$ cat src/rtl/des_apb_pkg.sv
// rtl/des_apb_pkg.sv - shared addresses, op/state types and beat planner for des_apb_master
package des_apb_pkg;

  localparam logic [2:0] ADDR_ENC    = 3'd0;
  localparam logic [2:0] ADDR_DEC    = 3'd1;
  localparam logic [2:0] ADDR_KEY    = 3'd2;
  localparam logic [2:0] ADDR_RST    = 3'd3;
  localparam logic [2:0] ADDR_DOUT   = 3'd4;
  localparam logic [2:0] ADDR_INCNT  = 3'd5;
  localparam logic [2:0] ADDR_OUTCNT = 3'd6;

  typedef enum logic [2:0] {
    OP_ENC    = 3'd0,
    OP_DEC    = 3'd1,
    OP_KEY    = 3'd2,
    OP_RST    = 3'd3,
    OP_READ   = 3'd4,
    OP_STATUS = 3'd5
  } op_e;

  typedef enum logic [1:0] {X_IDLE, X_SETUP, X_ACCESS, X_GAP} xfer_state_e;

  typedef enum logic [2:0] {S_IDLE, S_XFER, S_NEXT, S_LAST, S_RSP} seq_state_e;

  typedef struct packed {
    logic [2:0]  addr;
    logic        write;
    logic [31:0] wdata;
  } beat_t;

  function automatic logic op_legal(logic [2:0] op);
    return op <= 3'd5;
  endfunction

  // For READ_BLOCK, beat 0 is the OUTCNT poll and beats 1..2 fetch the two output words.
  function automatic beat_t beat_plan(logic [2:0] op, logic [1:0] beat, logic [127:0] wd);
    beat_t b;
    b = '0;
    case (op)
      OP_ENC, OP_DEC: begin
        b.addr  = (op == OP_ENC) ? ADDR_ENC : ADDR_DEC;
        b.write = 1'b1;
        b.wdata = beat[0] ? wd[31:0] : wd[63:32];
      end
      OP_KEY: begin
        b.addr  = ADDR_KEY;
        b.write = 1'b1;
        case (beat)
          2'd0:    b.wdata = wd[127:96];
          2'd1:    b.wdata = wd[95:64];
          2'd2:    b.wdata = wd[63:32];
          default: b.wdata = wd[31:0];
        endcase
      end
      OP_RST: begin
        b.addr  = ADDR_RST;
        b.write = 1'b1;
      end
      OP_STATUS: b.addr = (beat == 2'd0) ? ADDR_INCNT : ADDR_OUTCNT;
      OP_READ:   b.addr = (beat == 2'd0) ? ADDR_OUTCNT : ADDR_DOUT;
      default:   b = '0;
    endcase
    return b;
  endfunction

endpackage

$ cat src/rtl/des_apb_master_if.sv
// rtl/des_apb_master_if.sv - host command/response stream and APB bus bundle
interface des_apb_master_if;
  logic         cmd_valid;
  logic         cmd_ready;
  logic [2:0]   cmd_op;
  logic [127:0] cmd_wdata;
  logic         rsp_valid;
  logic         rsp_ready;
  logic [63:0]  rsp_data;
  logic         rsp_err;
  logic         rsp_tmo;
  logic [2:0]   PADDR;
  logic         PSEL;
  logic         PENABLE;
  logic         PWRITE;
  logic [31:0]  PWDATA;
  logic [31:0]  PRDATA;
  logic         PSLVERR;
  logic         PREADY;

  modport master (
    input  cmd_valid, cmd_op, cmd_wdata, rsp_ready, PRDATA, PSLVERR, PREADY,
    output cmd_ready, rsp_valid, rsp_data, rsp_err, rsp_tmo,
           PADDR, PSEL, PENABLE, PWRITE, PWDATA
  );

  modport slave (
    output cmd_valid, cmd_op, cmd_wdata, rsp_ready, PRDATA, PSLVERR, PREADY,
    input  cmd_ready, rsp_valid, rsp_data, rsp_err, rsp_tmo,
           PADDR, PSEL, PENABLE, PWRITE, PWDATA
  );
endinterface

$ cat src/rtl/apb_xfer_engine.sv
// rtl/apb_xfer_engine.sv - one APB transfer: SETUP, ACCESS with PREADY wait, then GAP_CYC idle cycles
module apb_xfer_engine
  import des_apb_pkg::*;
#(
  parameter int GAP_CYC = 1
) (
  input  logic        clk,
  input  logic        n_rst,
  input  logic        start_i,
  input  logic [2:0]  addr_i,
  input  logic        write_i,
  input  logic [31:0] wdata_i,
  output logic        ready_o,
  output logic        done_o,
  output logic [31:0] rdata_o,
  output logic        err_o,
  output logic [2:0]  paddr_o,
  output logic        psel_o,
  output logic        penable_o,
  output logic        pwrite_o,
  output logic [31:0] pwdata_o,
  input  logic [31:0] prdata_i,
  input  logic        pslverr_i,
  input  logic        pready_i
);

  localparam int GW = (GAP_CYC > 1) ? $clog2(GAP_CYC) : 1;
  localparam logic [GW-1:0] GAP_LAST = GW'(GAP_CYC - 1);

  xfer_state_e state_q;
  logic [GW-1:0] gap_q;
  logic          psel_q, penable_q, pwrite_q;
  logic [2:0]    paddr_q;
  logic [31:0]   pwdata_q;

  // A new transfer may launch in the last GAP cycle so beats stay exactly GAP_CYC apart.
  assign ready_o = (state_q == X_IDLE) || ((state_q == X_GAP) && (gap_q == GAP_LAST));
  assign done_o  = (state_q == X_ACCESS) && pready_i;
  assign rdata_o = prdata_i;
  assign err_o   = pslverr_i;

  always_ff @(posedge clk or negedge n_rst) begin
    if (!n_rst) begin
      state_q   <= X_IDLE;
      gap_q     <= '0;
      psel_q    <= 1'b0;
      penable_q <= 1'b0;
      pwrite_q  <= 1'b0;
      paddr_q   <= '0;
      pwdata_q  <= '0;
    end else if (ready_o && start_i) begin
      state_q   <= X_SETUP;
      psel_q    <= 1'b1;
      penable_q <= 1'b0;
      paddr_q   <= addr_i;
      pwrite_q  <= write_i;
      pwdata_q  <= write_i ? wdata_i : '0;
    end else begin
      case (state_q)
        X_SETUP: begin
          state_q   <= X_ACCESS;
          penable_q <= 1'b1;
        end
        X_ACCESS: begin
          if (pready_i) begin
            state_q   <= X_GAP;
            gap_q     <= '0;
            psel_q    <= 1'b0;
            penable_q <= 1'b0;
            pwrite_q  <= 1'b0;
            paddr_q   <= '0;
            pwdata_q  <= '0;
          end
        end
        X_GAP: begin
          if (gap_q == GAP_LAST) state_q <= X_IDLE;
          else                   gap_q   <= gap_q + 1'b1;
        end
        default: ;
      endcase
    end
  end

  assign paddr_o   = paddr_q;
  assign psel_o    = psel_q;
  assign penable_o = penable_q;
  assign pwrite_o  = pwrite_q;
  assign pwdata_o  = pwdata_q;

endmodule

$ cat src/rtl/des_apb_master.sv
// rtl/des_apb_master.sv - expands host ops into 3DES slave APB beat sequences and returns one response per op
module des_apb_master
  import des_apb_pkg::*;
#(
  parameter int POLL_MAX = 255,
  parameter int GAP_CYC  = 1
) (
  input logic               clk,
  input logic               n_rst,
  des_apb_master_if.master  bus
);

  localparam int PW = (POLL_MAX > 1) ? $clog2(POLL_MAX) : 1;
  localparam logic [PW-1:0] POLL_LAST = PW'(POLL_MAX - 1);

  seq_state_e    state_q;
  logic [2:0]    op_q;
  logic [127:0]  wd_q;
  logic [1:0]    beat_q;
  logic [PW-1:0] poll_q;
  logic          cmd_ready_q, rsp_valid_q, rsp_err_q, rsp_tmo_q;
  logic [63:0]   rsp_data_q;

  logic          accept, idle, x_start, x_ready, x_done, x_err;
  logic [31:0]   x_rdata;
  beat_t         plan;

  assign idle   = (state_q == S_IDLE);
  assign accept = bus.cmd_valid && cmd_ready_q;

  // The first beat launches on the accept edge straight from the command inputs.
  assign plan    = beat_plan(idle ? bus.cmd_op : op_q,
                             idle ? 2'd0 : beat_q,
                             idle ? bus.cmd_wdata : wd_q);
  assign x_start = (accept && op_legal(bus.cmd_op)) || ((state_q == S_NEXT) && x_ready);

  apb_xfer_engine #(.GAP_CYC(GAP_CYC)) u_xfer (
    .clk       (clk),
    .n_rst     (n_rst),
    .start_i   (x_start),
    .addr_i    (plan.addr),
    .write_i   (plan.write),
    .wdata_i   (plan.wdata),
    .ready_o   (x_ready),
    .done_o    (x_done),
    .rdata_o   (x_rdata),
    .err_o     (x_err),
    .paddr_o   (bus.PADDR),
    .psel_o    (bus.PSEL),
    .penable_o (bus.PENABLE),
    .pwrite_o  (bus.PWRITE),
    .pwdata_o  (bus.PWDATA),
    .prdata_i  (bus.PRDATA),
    .pslverr_i (bus.PSLVERR),
    .pready_i  (bus.PREADY)
  );

  always_ff @(posedge clk or negedge n_rst) begin
    if (!n_rst) begin
      state_q     <= S_IDLE;
      op_q        <= '0;
      wd_q        <= '0;
      beat_q      <= '0;
      poll_q      <= '0;
      cmd_ready_q <= 1'b0;
      rsp_valid_q <= 1'b0;
      rsp_err_q   <= 1'b0;
      rsp_tmo_q   <= 1'b0;
      rsp_data_q  <= '0;
    end else begin
      case (state_q)
        S_IDLE: begin
          cmd_ready_q <= !accept;
          if (accept) begin
            op_q       <= bus.cmd_op;
            wd_q       <= bus.cmd_wdata;
            beat_q     <= '0;
            poll_q     <= '0;
            rsp_data_q <= '0;
            rsp_tmo_q  <= 1'b0;
            if (op_legal(bus.cmd_op)) begin
              rsp_err_q <= 1'b0;
              state_q   <= S_XFER;
            end else begin
              rsp_err_q   <= 1'b1;
              rsp_valid_q <= 1'b1;
              state_q     <= S_RSP;
            end
          end
        end
        S_XFER: begin
          if (x_done) begin
            state_q <= S_NEXT;
            beat_q  <= beat_q + 2'd1;
            if (x_err) begin
              rsp_err_q <= 1'b1;
              state_q   <= S_LAST;
            end else begin
              case (op_q)
                OP_ENC, OP_DEC: if (beat_q == 2'd1) state_q <= S_LAST;
                OP_KEY:         if (beat_q == 2'd3) state_q <= S_LAST;
                OP_RST:         state_q <= S_LAST;
                OP_STATUS: begin
                  if (beat_q == 2'd0) rsp_data_q[35:32] <= x_rdata[3:0];
                  else begin
                    rsp_data_q[3:0] <= x_rdata[3:0];
                    state_q         <= S_LAST;
                  end
                end
                OP_READ: begin
                  if (beat_q == 2'd0) begin
                    if (x_rdata[3:0] < 4'd2) begin
                      beat_q <= '0;
                      poll_q <= poll_q + 1'b1;
                      if (poll_q == POLL_LAST) begin
                        rsp_tmo_q <= 1'b1;
                        state_q   <= S_LAST;
                      end
                    end
                  end else if (beat_q == 2'd1) begin
                    rsp_data_q[63:32] <= x_rdata;
                  end else begin
                    rsp_data_q[31:0] <= x_rdata;
                    state_q          <= S_LAST;
                  end
                end
                default: state_q <= S_LAST;
              endcase
            end
          end
        end
        S_NEXT: if (x_ready) state_q <= S_XFER;
        S_LAST: begin
          if (x_ready) begin
            rsp_valid_q <= 1'b1;
            state_q     <= S_RSP;
          end
        end
        S_RSP: begin
          if (bus.rsp_ready) begin
            rsp_valid_q <= 1'b0;
            rsp_err_q   <= 1'b0;
            rsp_tmo_q   <= 1'b0;
            rsp_data_q  <= '0;
            cmd_ready_q <= 1'b1;
            state_q     <= S_IDLE;
          end
        end
        default: state_q <= S_IDLE;
      endcase
    end
  end

  assign bus.cmd_ready = cmd_ready_q;
  assign bus.rsp_valid = rsp_valid_q;
  assign bus.rsp_data  = rsp_data_q;
  assign bus.rsp_err   = rsp_err_q;
  assign bus.rsp_tmo   = rsp_tmo_q;

endmodule
$ cat src/flat_wrapper.sv
// flat-port wrapper written by rule: the top's interface ports become plain ports
module des_apb_master_flat import des_apb_pkg::*;
#(
  parameter int POLL_MAX = 255,
  parameter int GAP_CYC  = 1
)
  (clk, n_rst, bus_cmd_valid, bus_cmd_op, bus_cmd_wdata, bus_rsp_ready, bus_PRDATA, bus_PSLVERR, bus_PREADY, bus_cmd_ready, bus_rsp_valid, bus_rsp_data, bus_rsp_err, bus_rsp_tmo, bus_PADDR, bus_PSEL, bus_PENABLE, bus_PWRITE, bus_PWDATA);
  des_apb_master_if bus_i ();
  input logic clk;
  input logic n_rst;
  input wire logic [$bits(bus_i.cmd_valid)-1:0] bus_cmd_valid;
  input wire logic [$bits(bus_i.cmd_op)-1:0] bus_cmd_op;
  input wire logic [$bits(bus_i.cmd_wdata)-1:0] bus_cmd_wdata;
  input wire logic [$bits(bus_i.rsp_ready)-1:0] bus_rsp_ready;
  input wire logic [$bits(bus_i.PRDATA)-1:0] bus_PRDATA;
  input wire logic [$bits(bus_i.PSLVERR)-1:0] bus_PSLVERR;
  input wire logic [$bits(bus_i.PREADY)-1:0] bus_PREADY;
  output wire logic [$bits(bus_i.cmd_ready)-1:0] bus_cmd_ready;
  output wire logic [$bits(bus_i.rsp_valid)-1:0] bus_rsp_valid;
  output wire logic [$bits(bus_i.rsp_data)-1:0] bus_rsp_data;
  output wire logic [$bits(bus_i.rsp_err)-1:0] bus_rsp_err;
  output wire logic [$bits(bus_i.rsp_tmo)-1:0] bus_rsp_tmo;
  output wire logic [$bits(bus_i.PADDR)-1:0] bus_PADDR;
  output wire logic [$bits(bus_i.PSEL)-1:0] bus_PSEL;
  output wire logic [$bits(bus_i.PENABLE)-1:0] bus_PENABLE;
  output wire logic [$bits(bus_i.PWRITE)-1:0] bus_PWRITE;
  output wire logic [$bits(bus_i.PWDATA)-1:0] bus_PWDATA;
  assign bus_i.cmd_valid = bus_cmd_valid;
  assign bus_i.cmd_op = bus_cmd_op;
  assign bus_i.cmd_wdata = bus_cmd_wdata;
  assign bus_i.rsp_ready = bus_rsp_ready;
  assign bus_i.PRDATA = bus_PRDATA;
  assign bus_i.PSLVERR = bus_PSLVERR;
  assign bus_i.PREADY = bus_PREADY;
  assign bus_cmd_ready = bus_i.cmd_ready;
  assign bus_rsp_valid = bus_i.rsp_valid;
  assign bus_rsp_data = bus_i.rsp_data;
  assign bus_rsp_err = bus_i.rsp_err;
  assign bus_rsp_tmo = bus_i.rsp_tmo;
  assign bus_PADDR = bus_i.PADDR;
  assign bus_PSEL = bus_i.PSEL;
  assign bus_PENABLE = bus_i.PENABLE;
  assign bus_PWRITE = bus_i.PWRITE;
  assign bus_PWDATA = bus_i.PWDATA;
  des_apb_master #(.POLL_MAX(POLL_MAX), .GAP_CYC(GAP_CYC)) u_core (.clk(clk), .n_rst(n_rst), .bus(bus_i));
endmodule
$ cat config.mk
export PLATFORM = sky130hd
export DESIGN_NAME = des_apb_master_flat
export DESIGN_NICKNAME = d
export VERILOG_FILES = /design/src/rtl/des_apb_pkg.sv /design/src/rtl/des_apb_master_if.sv /design/src/rtl/apb_xfer_engine.sv /design/src/rtl/des_apb_master.sv /design/src/flat_wrapper.sv
export SDC_FILE = /design/constraint.sdc
export NUM_CORES = 1
export LEC_CHECK = 0
export BUFFER_PORTS_ARGS = -buffer_cell sky130_fd_sc_hd__buf_2
export CELL_PAD_IN_SITES_DETAIL_PLACEMENT = 0
export CELL_PAD_IN_SITES_GLOBAL_PLACEMENT = 2
export CORE_ASPECT_RATIO = 1.5
export CORE_MARGIN = 1
export CORE_UTILIZATION = 36
export DETAILED_ROUTE_END_ITERATION = 12
export PLACE_DENSITY = 0.85
export SLEW_MARGIN = 20
export SYNTH_ARGS = -nofsm -noshare
export SYNTH_HDL_FRONTEND = slang
export SYNTH_SLANG_ARGS = --single-unit
$ cat constraint.sdc
create_clock -name clk -period 6.4 [get_ports clk]
set_clock_uncertainty 0.1 [all_clocks]
set_input_delay 0.64 -clock clk [delete_from_list [all_inputs] [get_ports clk]]
set_output_delay 0.64 -clock clk [all_outputs]
set_load 0.005 [all_outputs]
* Yosys cells after proc, flatten, opt, wreduce, memory -nomap -nowiden
Cells that the tools add are included.
** Operators by class
- $add $sub $neg :: 3
- Eq/ne operators :: 45
- Shift-type cells :: 0
- Muxes and demuxes :: 94
- Multiply operators :: 0
- Bitwise operators :: 2
- Div/mod/pow operators :: 0
- Reduce and logical (&&, ||, !) cells :: 43
- Order comparisons :: 2
** Operators by type and width (number)
- $mux W64 :: 5
- $mux W32 :: 7
- $pmux W64 S3 :: 1
- $mux W128 :: 1
- $pmux W32 S3 :: 1
- $pmux W32 S2 :: 1
- $mux W28 :: 2
- $mux W8 :: 6
- $mux W3 :: 13
- $pmux W3 S5 :: 2
- $mux W1 :: 29
- $reduce_and A9 Y1 :: 3
- $mux W2 :: 12
- $ne A2 B2 Y1 const B :: 10
- $pmux W4 S2 :: 2
- $pmux W8 S2 :: 1
- $reduce_and A8 Y1 :: 2
- $eq A3 B2 Y1 const B :: 5
- $eq A3 B3 Y1 const B :: 5
- $ne A3 B2 Y1 const B :: 5
- $reduce_and A5 Y1 :: 3
- $ne A2 B1 Y1 const B :: 6
- $pmux W3 S4 :: 1
- $reduce_bool A2 Y1 :: 5
- other kinds (28) :: 61
** Word-level totals
- Memory bits (writable) :: 0
- Flip-flop bits (word level) :: 253
- Memories kept :: 0
- Memory bits (read-only) :: 0
- Output and inout bits :: 106
- Latch bits :: 0
- Word-level logic and storage cells :: 209
- Input port bits :: 169

* Logic depth before layout (Yosys ltp)
Gate-level depths: netlist of run 1.
- Depth in word-level cells :: 8
- Gate-level depth with buffers :: 10
- Gate-level depth less buffers :: 7

* By module
From an unflattened synthesis of run 1, not the netlist that was laid out.
** Second synthesis, totals
- Cells, all modules :: 1290
- Area, all modules :: 12595.8 um^2
** Modules (own cells, without submodules)
- des_apb_master :: area each 10780.3 um^2, seq. area each 5305.1 um^2, cells an instance 1149, instances 1
- apb_xfer_engine :: area each 1815.5 um^2, seq. area each 1001.0 um^2, cells an instance 141, instances 1

* Worst setup path before layout of run 1
No wires, ideal clock.
- Path type :: register to register
- Start point :: register u_core.beat_q[0]
- End point :: register u_core.rsp_data_q[10], in the netlist u_core.bus.rsp_data[10]
- Arrival time :: 2.543 ns
- Clock period less this slack :: 2.768 ns
- Library setup time :: 0.125 ns
- Path slack :: 3.632 ns
- Cell stages (with the launch flop) :: 10
- Required time :: 6.175 ns
- Buffers on the path :: 4
- Path through :: dfrtp_1 > clkbuf_1 > buf_2 > buf_1 > inv_1 > ha_1 > nor4b_1 > o21ai_2 > buf_6 > mux2_4
** On the way
- Cells in the longest elaborated chain, start to end :: 3
- Elaborated cells on any way between the ends :: 5
- Those cells by class :: 3 x eq/ne; 2 x reduce/logical
** RTL lines
- from (decl) :: line des_apb_master.sv:19 : logic [1:0] beat_q;
- from (signal assigned) :: line des_apb_master.sv:94 : beat_q <= beat_q + 2'd1;
- $eq A2 B1 Y1 / $logic_not A2 Y1 (equally long branches) :: line des_apb_master.sv:120, des_apb_master.sv:111
- $ne A2 B2 Y1 (no line)
- $reduce_and A8 Y1 (no line) *
- to (signal assigned) :: line des_apb_master.sv:123 : rsp_data_q[31:0] <= x_rdata;
- to (decl) :: line des_apb_master.sv:22 : logic [63:0] rsp_data_q;
Every way passes the cells marked *; elsewhere a longest branch is shown, timed or not.
A chain may end at the register's enable or synchronous reset.

* Worst setup path in the final report of run 1
- Start point :: register u_core.state_q[1]
- End point :: register u_core.wd_q[68]
** On the way
- Cells in the longest elaborated chain, start to end :: 2
** RTL lines
- from (decl) :: line des_apb_master.sv:16 : seq_state_e state_q;
- from (signal assigned) :: line des_apb_master.sv:60 : state_q <= S_IDLE;
- from (signal assigned) :: line des_apb_master.sv:83 : state_q <= S_XFER;
- from (signal assigned) :: line des_apb_master.sv:87 : state_q <= S_RSP;
- $logic_not A3 Y1 :: line des_apb_master.sv:71 : case (state_q)
- $reduce_and A2 Y1 (no line)
- to (signal assigned) :: line des_apb_master.sv:76 : wd_q <= bus.cmd_wdata;
- to (decl) :: line des_apb_master.sv:18 : logic [127:0] wd_q;
No other way between the ends.

==> results of run 1 <==
-- stage by stage --
step	hold WS (ns)	setup slack, ns
after floorplan	0.2444	3.632
after global placement	0.3564	2.811
after detailed placement	0.3614	2.872
after CTS	0.1039	2.826
after global routing	0.1286	2.513
final	0.06461	2.907
-- cell usage after synthesis (all sizes together) (4+ instances only) --
cell / instances
nor2: 20
clkbuf: 56
nand3: 73
nand2: 407
buf: 27
xnor2: 7
a21oi: 42
dfrtp: 252
inv: 13
mux2i: 97
ha: 8
mux2: 65
a32o: 33
nand2b: 4
o21ai: 16
nor3b: 4
and3: 33
a31oi: 4
-- power breakdown --
group	switching [W]	internal, W
registers	0.000424	0.00229
clock network	0.000647	0.00100
logic	0.00183	0.00133
-- registers in the layout, summed over array words and instances, names as in the netlist --
signal	count
u_core.state_q	3
u_core.bus.rsp_tmo	1
u_core.wd_q	128
u_core.poll_q	8
u_core.u_xfer.psel_o	1
u_core.bus.rsp_data	64
u_core.beat_q	2
u_core.bus.rsp_valid	1
u_core.u_xfer.pwdata_o	32
u_core.u_xfer.penable_o	1
u_core.u_xfer.paddr_o	3
u_core.op_q	3
u_core.u_xfer.pwrite_o	1
u_core.bus.cmd_ready	1
u_core.bus.rsp_err	1
u_core.u_xfer.state_q	2
-- routing by layer --
metal / part of all wire, % / GRT usage [%]
met5: 0.27 / 0
met2: 49 / 35.57
met3: 6.9 / 4.868
met1: 41 / 24.66
met4: 2.3 / 5.995
-- worst max path at each step --
stage	to	startpoint	slack, ns	depth (start not counted)
6_report	u_core.wd_q[68]	u_core.state_q[1]	2.91	6
3_3_place_gp	u_core.wd_q[127]	u_core.state_q[1]	2.81	6
3_5_place_dp	u_core.wd_q[127]	u_core.state_q[1]	2.87	6
5_1_grt	u_core.wd_q[101]	u_core.state_q[1]	2.51	6
2_1_floorplan	u_core.bus.rsp_data[10]	u_core.beat_q[0]	3.63	9
4_1_cts	u_core.wd_q[101]	u_core.state_q[1]	2.83	6
-- worst max-delay path, delay by kind of cell (launching register included) --
kind,cells,cell delay (ns)
buffers and inverters,1,0.67
AND/OR/NAND/NOR,5,2.06
flip-flops,1,0.54
-- kinds of logic after synthesis --
family / synth area share (%)
fa+ha+maj: 0.8413
flops: 53.00
xor+xnor: 0.5153
simple gates: 20.25
mux: 14.44
compound gates: 7.403
buf+inv: 3.554
-- final cells by class --
class                           instances  area (µm²)  area share (%)
Sequential cell                       252        6310           43.44
Timing Repair Buffer                  287        1491           10.27
Inverter                               13       48.80          0.3359
Antenna cell                            4       10.01         0.06891
Clock inverter                         10       128.9          0.8872
Clock buffer                           38       817.0           5.625
Multi-Input combinational cell        860        5200           35.80
Tap cell                              415       519.2           3.575
==> flow_summary_export.csv, run 1 <==
group,metric,value,unit
yosys,syn_area,11900,µm²
cts,clock_latency,0.54,ns
finish,fillers,3244,
setup_path,reg2reg_setup_slack,2.91,ns
setup_path,reg2reg_depth,6,
global_routing,grt_use_total,20.42,%
yosys,syn_inst,1208,
yosys,synth_nets,1385,
setup_path,critPathMaxStageDelay,0.88,ns
routing,wl_per_cell,18.14,µm
die,std_cell_rows,81,
placement,dp.cells,1827,
sta,fmax,0.2863,GHz
routing,drcViolationCount,0,
yosys,yosysSeqAreaShare,53.00,%
global_routing,overflow,0,
yosys,yosys_warnings,0,
cts,postCtsSetupBuffers,0,
yosys,yosys-top-cells-area,"dfrtp_1 (53%), nand2_1 (13%), mux2i_1 (8.2%), mux2_2 (5.8%), nand3_1 (3.0%)",
setup_path,crit_chain,"nor2_1 -> nand2_2 -> nor2_4 -> buf_4 -> nand2_1 -> nand2_1",
finish,fin_util,44.65,%
routing,vias,9577,
finish,drive_gt1_share,28.97,%
min_path,hp-class,"in2async",
placement,dpl_cell_area,13570,µm²
die,die_x,150.4,µm
routing,antenna_left,0,
global_routing,grt_pass1_wl,54030,µm
pwr,p_leak,7.588,nW
setup_path,critPathSlowestCell,"nor2_4",
sta,fin_crit_sh,54.57,%
sta,worst_pin_slew,0.9584,ns
sta,setup_viol,0,
yosys,synth_top_area_share,53.00,%
routing,via_per_inst,5.097,
die,coreArea,32530,µm²
placement,dp_hpwl,22040,µm
sta,maxSlewViolCount,0,
setup_path,r2r_end,"u_core.wd_q[68]",
finish,mostFrequentLayoutCells,"nand2_1 (404), buf_2 (273), dfrtp_1 (251), mux2i_1 (97), nand3_1 (71)",
flow_run,cap_violations,0,
pwr,p_per_area,518.2,nW/µm²
placement,io_buffers,274,
die,die-area,33800,µm²
cts,clock_sinks,252,
yosys,async_flop_share,100.0,%
cts,cts_tree,"done",
setup_path,cp_max_fo,61,
finish,area_growth,22.07,%
placement,gp_congestion,0.8037,
finish,stdcell_area,14530,µm²
cts,cts_max_path_buffers,3,
setup_path,startpoint_type,"flop",
finish,layout.cells.non_filler,1879,
global_routing,antenna_found_initial,10,
yosys,yosys.area.top_type,"dfrtp_1",
die,io_pins,275,
setup_path,cp_common_cell,"nand2_1",
sta,hold_violations,0,
finish,layout_commonest_cell,"nand2_1",
pwr,finalPower,0.007527,W
setup_path,cp.required,6.78,ns
sta,rsz0062_at_grt,"false",
sta,layout_min_cycle_time,3.493,ns
cts,htreeDepth,1,
cts,cts_hold_buf,0,
yosys,synth_cell_types,61,
pwr,vdd_ir_drop_max,0.2152,mV
setup_path,worstSetupPathType,"reg2reg",
die,die_h,224.7,µm
global_routing,grt_pass1_vias,9936,
finish,fin_nets,1617,
global_routing,grt_start_max_net_pins,140,
routing,drt_iter0_drc,388,
run_status,outcome,"finished clean",
routing,wl,34090,µm
die,start_util,36.58,%
sta,relSlewSlack,35.96,%
yosys,ys_ff_latch,252,
setup_path,arrival,3.87,ns
setup_path,timing.rr.start,"u_core.state_q[1]",
yosys,synth_edf_count,0,
routing,first_pass_iters,6,
cts,clk_pin_slew,0.06,ns
cts,cts-root-buf,"clkbuf_16",
cts,cts_made_buffers,26,
yosys,syn_area_per_cell,9.850,µm²
sta,setup_tns,0,ns
setup_path,end_kind,"flop",
cts,cts-resized-gates,0,
yosys,synthFlopType,"dfrtp_1",
Power figures use the tool's default switching activity.
==> run 2, diff against run 1 <==
--- a/config.mk
+++ b/config.mk
@@ -5,14 +5,15 @@
 export SDC_FILE = /design/constraint.sdc
 export NUM_CORES = 1
 export LEC_CHECK = 0
+export ABC_AREA = 1
 export BUFFER_PORTS_ARGS = -buffer_cell sky130_fd_sc_hd__buf_2
 export CELL_PAD_IN_SITES_DETAIL_PLACEMENT = 0
 export CELL_PAD_IN_SITES_GLOBAL_PLACEMENT = 2
 export CORE_ASPECT_RATIO = 1.5
 export CORE_MARGIN = 1
-export CORE_UTILIZATION = 36
+export CORE_UTILIZATION = 28
 export DETAILED_ROUTE_END_ITERATION = 12
-export PLACE_DENSITY = 0.85
+export PLACE_DENSITY = 0.75
 export SLEW_MARGIN = 20
 export SYNTH_ARGS = -nofsm -noshare
 export SYNTH_HDL_FRONTEND = slang
==> constraint.sdc (replaced) <==
create_clock -name clk -period 3 [get_ports clk]
set_clock_uncertainty 0.1 [all_clocks]
set_input_delay 0.3 -clock clk [delete_from_list [all_inputs] [get_ports clk]]
set_output_delay 0.3 -clock clk [all_outputs]
set_load 0.005 [all_outputs]
==> run 2 against run 1 <==
Utilization decreased by 4.9 points. Die area increased by 28%. Register-to-register slack got worse by 2.4 ns. Critical endpoint is now u_core.wd_q[115]. Largest power group unchanged.
==> flow_summary_export.csv, run 2 <==
group,metric,value,unit
run_status,outcome,"finished clean",
yosys,synth_cell_types,31,
die,start_util,28.56,%
die,die_h,253.8,µm
pwr,netSwitchingFraction,41.55,%
finish,max_flop_register,"u_core.wd_q",
yosys,syn_area_per_cell,7.959,µm²
sta,setup_slack,0.5323,ns
cts,cts_max_path_buffers,3,
min_path,hold_depth,3,
pwr,combinationalPowerShare,43.8,%
routing,wl,38220,µm
sta,fmax,0.4052,GHz
sta,setup_viol,0,
routing,wl_per_cell,15.46,µm
setup_path,cp_max_fo,90,
die,die-area,43110,µm²
finish,mostFrequentLayoutCells,"nand2_1 (626), buf_2 (273), dfrtp_1 (252), dlygate4sd3_1 (165), o21ai_0 (163)",
setup_path,crit_chain,"inv_2 -> nand2_4 -> buf_12 -> nor2_4 -> clkinv_2 -> buf_4 -> o21ai_0",
global_routing,overflow,0,
cts,clock_sinks,252,
setup_path,cp.depth,7,
yosys,synth_nets,1664,
yosys,yosysSeqAreaShare,53.28,%
finish,area_growth,39.04,%
setup_path,reg2reg_depth,7,
sta,hold_violations,0,
min_path,hp-class,"in2reg",
finish,fin_nets,2070,
pwr,p_per_area,1015,nW/µm²
routing,drt_iter0_drc,571,
setup_path,end_kind,"flop",
sta,rsz0062_at_grt,"false",
cts,htreeDepth,1,
yosys,post-synth-top-count-cell,"nand2_1",
yosys,yosys-top-cells-area,"dfrtp_1 (53%), nand2_1 (20%), o21ai_0 (6.9%), nand3_1 (3.4%), inv_1 (2.3%)",
setup_path,arrival,2.77,ns
yosys,synthTopCellsByCount,"nand2_1 (627), dfrtp_1 (252), o21ai_0 (163), nand3_1 (81), inv_1 (71)",
cts,clk_pin_slew,0.06,ns
yosys,synth_top_area_share,53.28,%
global_routing,grt_use_total,17.73,%
setup_path,worstSetupPathType,"reg2reg",
yosys,syn_area,11840,µm²
placement,dp_hpwl,25550,µm
cts,cts-root-buf,"clkbuf_16",
placement,gp_congestion,0.7767,
cts,cts_tree,"done",
yosys,ys_ff_latch,252,
finish,layout_commonest_cell,"nand2_1",
setup_path,cp.required,3.30,ns
finish,stdcell_area,16460,µm²
sta,layout_min_cycle_time,2.468,ns
sta,worst_pin_slew,0.7725,ns
yosys,synth_edf_count,0,
global_routing,grt_start_max_net_pins,92,
cts,postCtsSetupBuffers,0,
global_routing,grt_pass1_wl,59970,µm
placement,place_ws,0.5170,ns
yosys,yosys_warnings,0,
die,std_cell_rows,91,
setup_path,startpoint_type,"flop",
yosys,async_flop_share,100.0,%
finish,largest_register_ffs,128,
routing,via_per_inst,4.461,
pwr,pwr-share-seq,33.0,%
setup_path,critPathSlowestCell,"buf_4",
sta,relSlewSlack,48.50,%
routing,drcViolationCount,0,
die,io_pins,275,
pwr,switchingPower,0.006942,W
yosys,synthFlopType,"dfrtp_1",
sta,maxSlewViolCount,0,
setup_path,critPathMaxStageDelay,0.57,ns
yosys,yosys.area.top_type,"dfrtp_1",
sta,fin_crit_sh,82.26,%
placement,dpl_cell_area,13760,µm²
routing,antenna_left,0,
yosys,syn_inst,1487,
finish,num_antenna_cells,0,
global_routing,antenna_found_initial,0,
global_routing,grt_pass1_vias,10980,
pwr,clkPwrFrac,23.2,%
setup_path,path_buf_inv,4,
cts,cts_made_buffers,28,
flow_run,cap_violations,0,
setup_path,crit_family,"buffers and inverters",
placement,io_buffers,274,
die,die_x,169.9,µm
die,coreArea,41440,µm²
pwr,p_leak,8.469,nW
pwr,vdd_ir_drop_max,0.4864,mV
cts,clock_latency,0.56,ns
routing,first_pass_iters,5,
finish,drive_gt1_share,21.26,%
routing,vias,11030,
pwr,p_int,0.009767,W
sta,setup_tns,0,ns
## run 2: cells by family after synthesis
kind of cell	count (synthesis)	share of synthesized area (%)
compound gates	256	11.77
xor+xnor	5	0.3700
fa+ha+maj	8	0.8458
buf+inv	166	6.164
flops	252	53.28
simple gates	800	27.57
## run 2: what timing repair did
item                                   CTS  global route
hold buffers                           165             0
endpoints found under the hold margin  281             0
gates resized for setup                  0             0
## run 2: path summary, 6_finish.rpt
path	startpoint	slack, ns	end
max	u_core.state_q[2]	0.53	u_core.wd_q[115]
min	bus_PSLVERR	0.04	u_core.beat_q[0]
max reg2reg	u_core.state_q[2]	0.53	u_core.wd_q[115]
min reg2reg	u_core.wd_q[68]	0.36	u_core.wd_q[68]
max in group asynchronous	n_rst	1.66	u_core.wd_q[15]
min in group asynchronous	n_rst	0.26	u_core.bus.rsp_data[26]
## run 2: power groups by stage
stage | Sequential, W | Clock, W | Combinational (W)
2_1_floorplan | 0.00542 | 0 | 0.00497
3_3_place_gp | 0.00556 | 0 | 0.00722
3_5_place_dp | 0.00557 | 0 | 0.00729
4_1_cts | 0.00553 | 0.00401 | 0.00747
5_1_grt | 0.00568 | 0.00412 | 0.00840
6_report | 0.00552 | 0.00387 | 0.00731
## run 2: worst reg2reg max path, delay by kind of cell (launching register included)
kind	cells	cell delay, ns
buffers and inverters	4	1.12
and+or+nand+nor	2	0.45
DFF	1	0.42
AOI/OAI and AO/OA	1	0.23
## run 2: routing by layer
metal,share of wire (%),vias to the layer above,global-route usage [%]
met5,0,-,0
met4,2.0,0,4.942
met3,5.0,49,2.476
met2,49,283,30.94
met1,44,5137,22.68
li1,-,5558,-
## run 2: area by class of cell
| type | count | area (µm²) |
|---|---|---|
| Inverter | 80 | 304.0 |
| Fill cell | 4394 | 24990 |
| Timing Repair Buffer | 462 | 3293 |
| Clock inverter | 10 | 178.9 |
| Multi-Input combinational cell | 1069 | 4815 |
| Sequential cell | 252 | 6306 |
| Tap cell | 558 | 698.2 |
| Clock buffer | 41 | 860.8 |
## run 2: stage by stage
stage                     hold slack (ns)  power [W]  std cells  util (%)
after global routing              0.06376    0.01820       2472     39.71
final                             0.03674    0.01671       2472     39.71
after CTS                         0.01078    0.01701       2472     39.71
after floorplan                  -0.09559    0.01039       1487         -
after detailed placement           0.2618    0.01286       2256     33.21
after global placement             0.2819    0.01278       2256     33.21
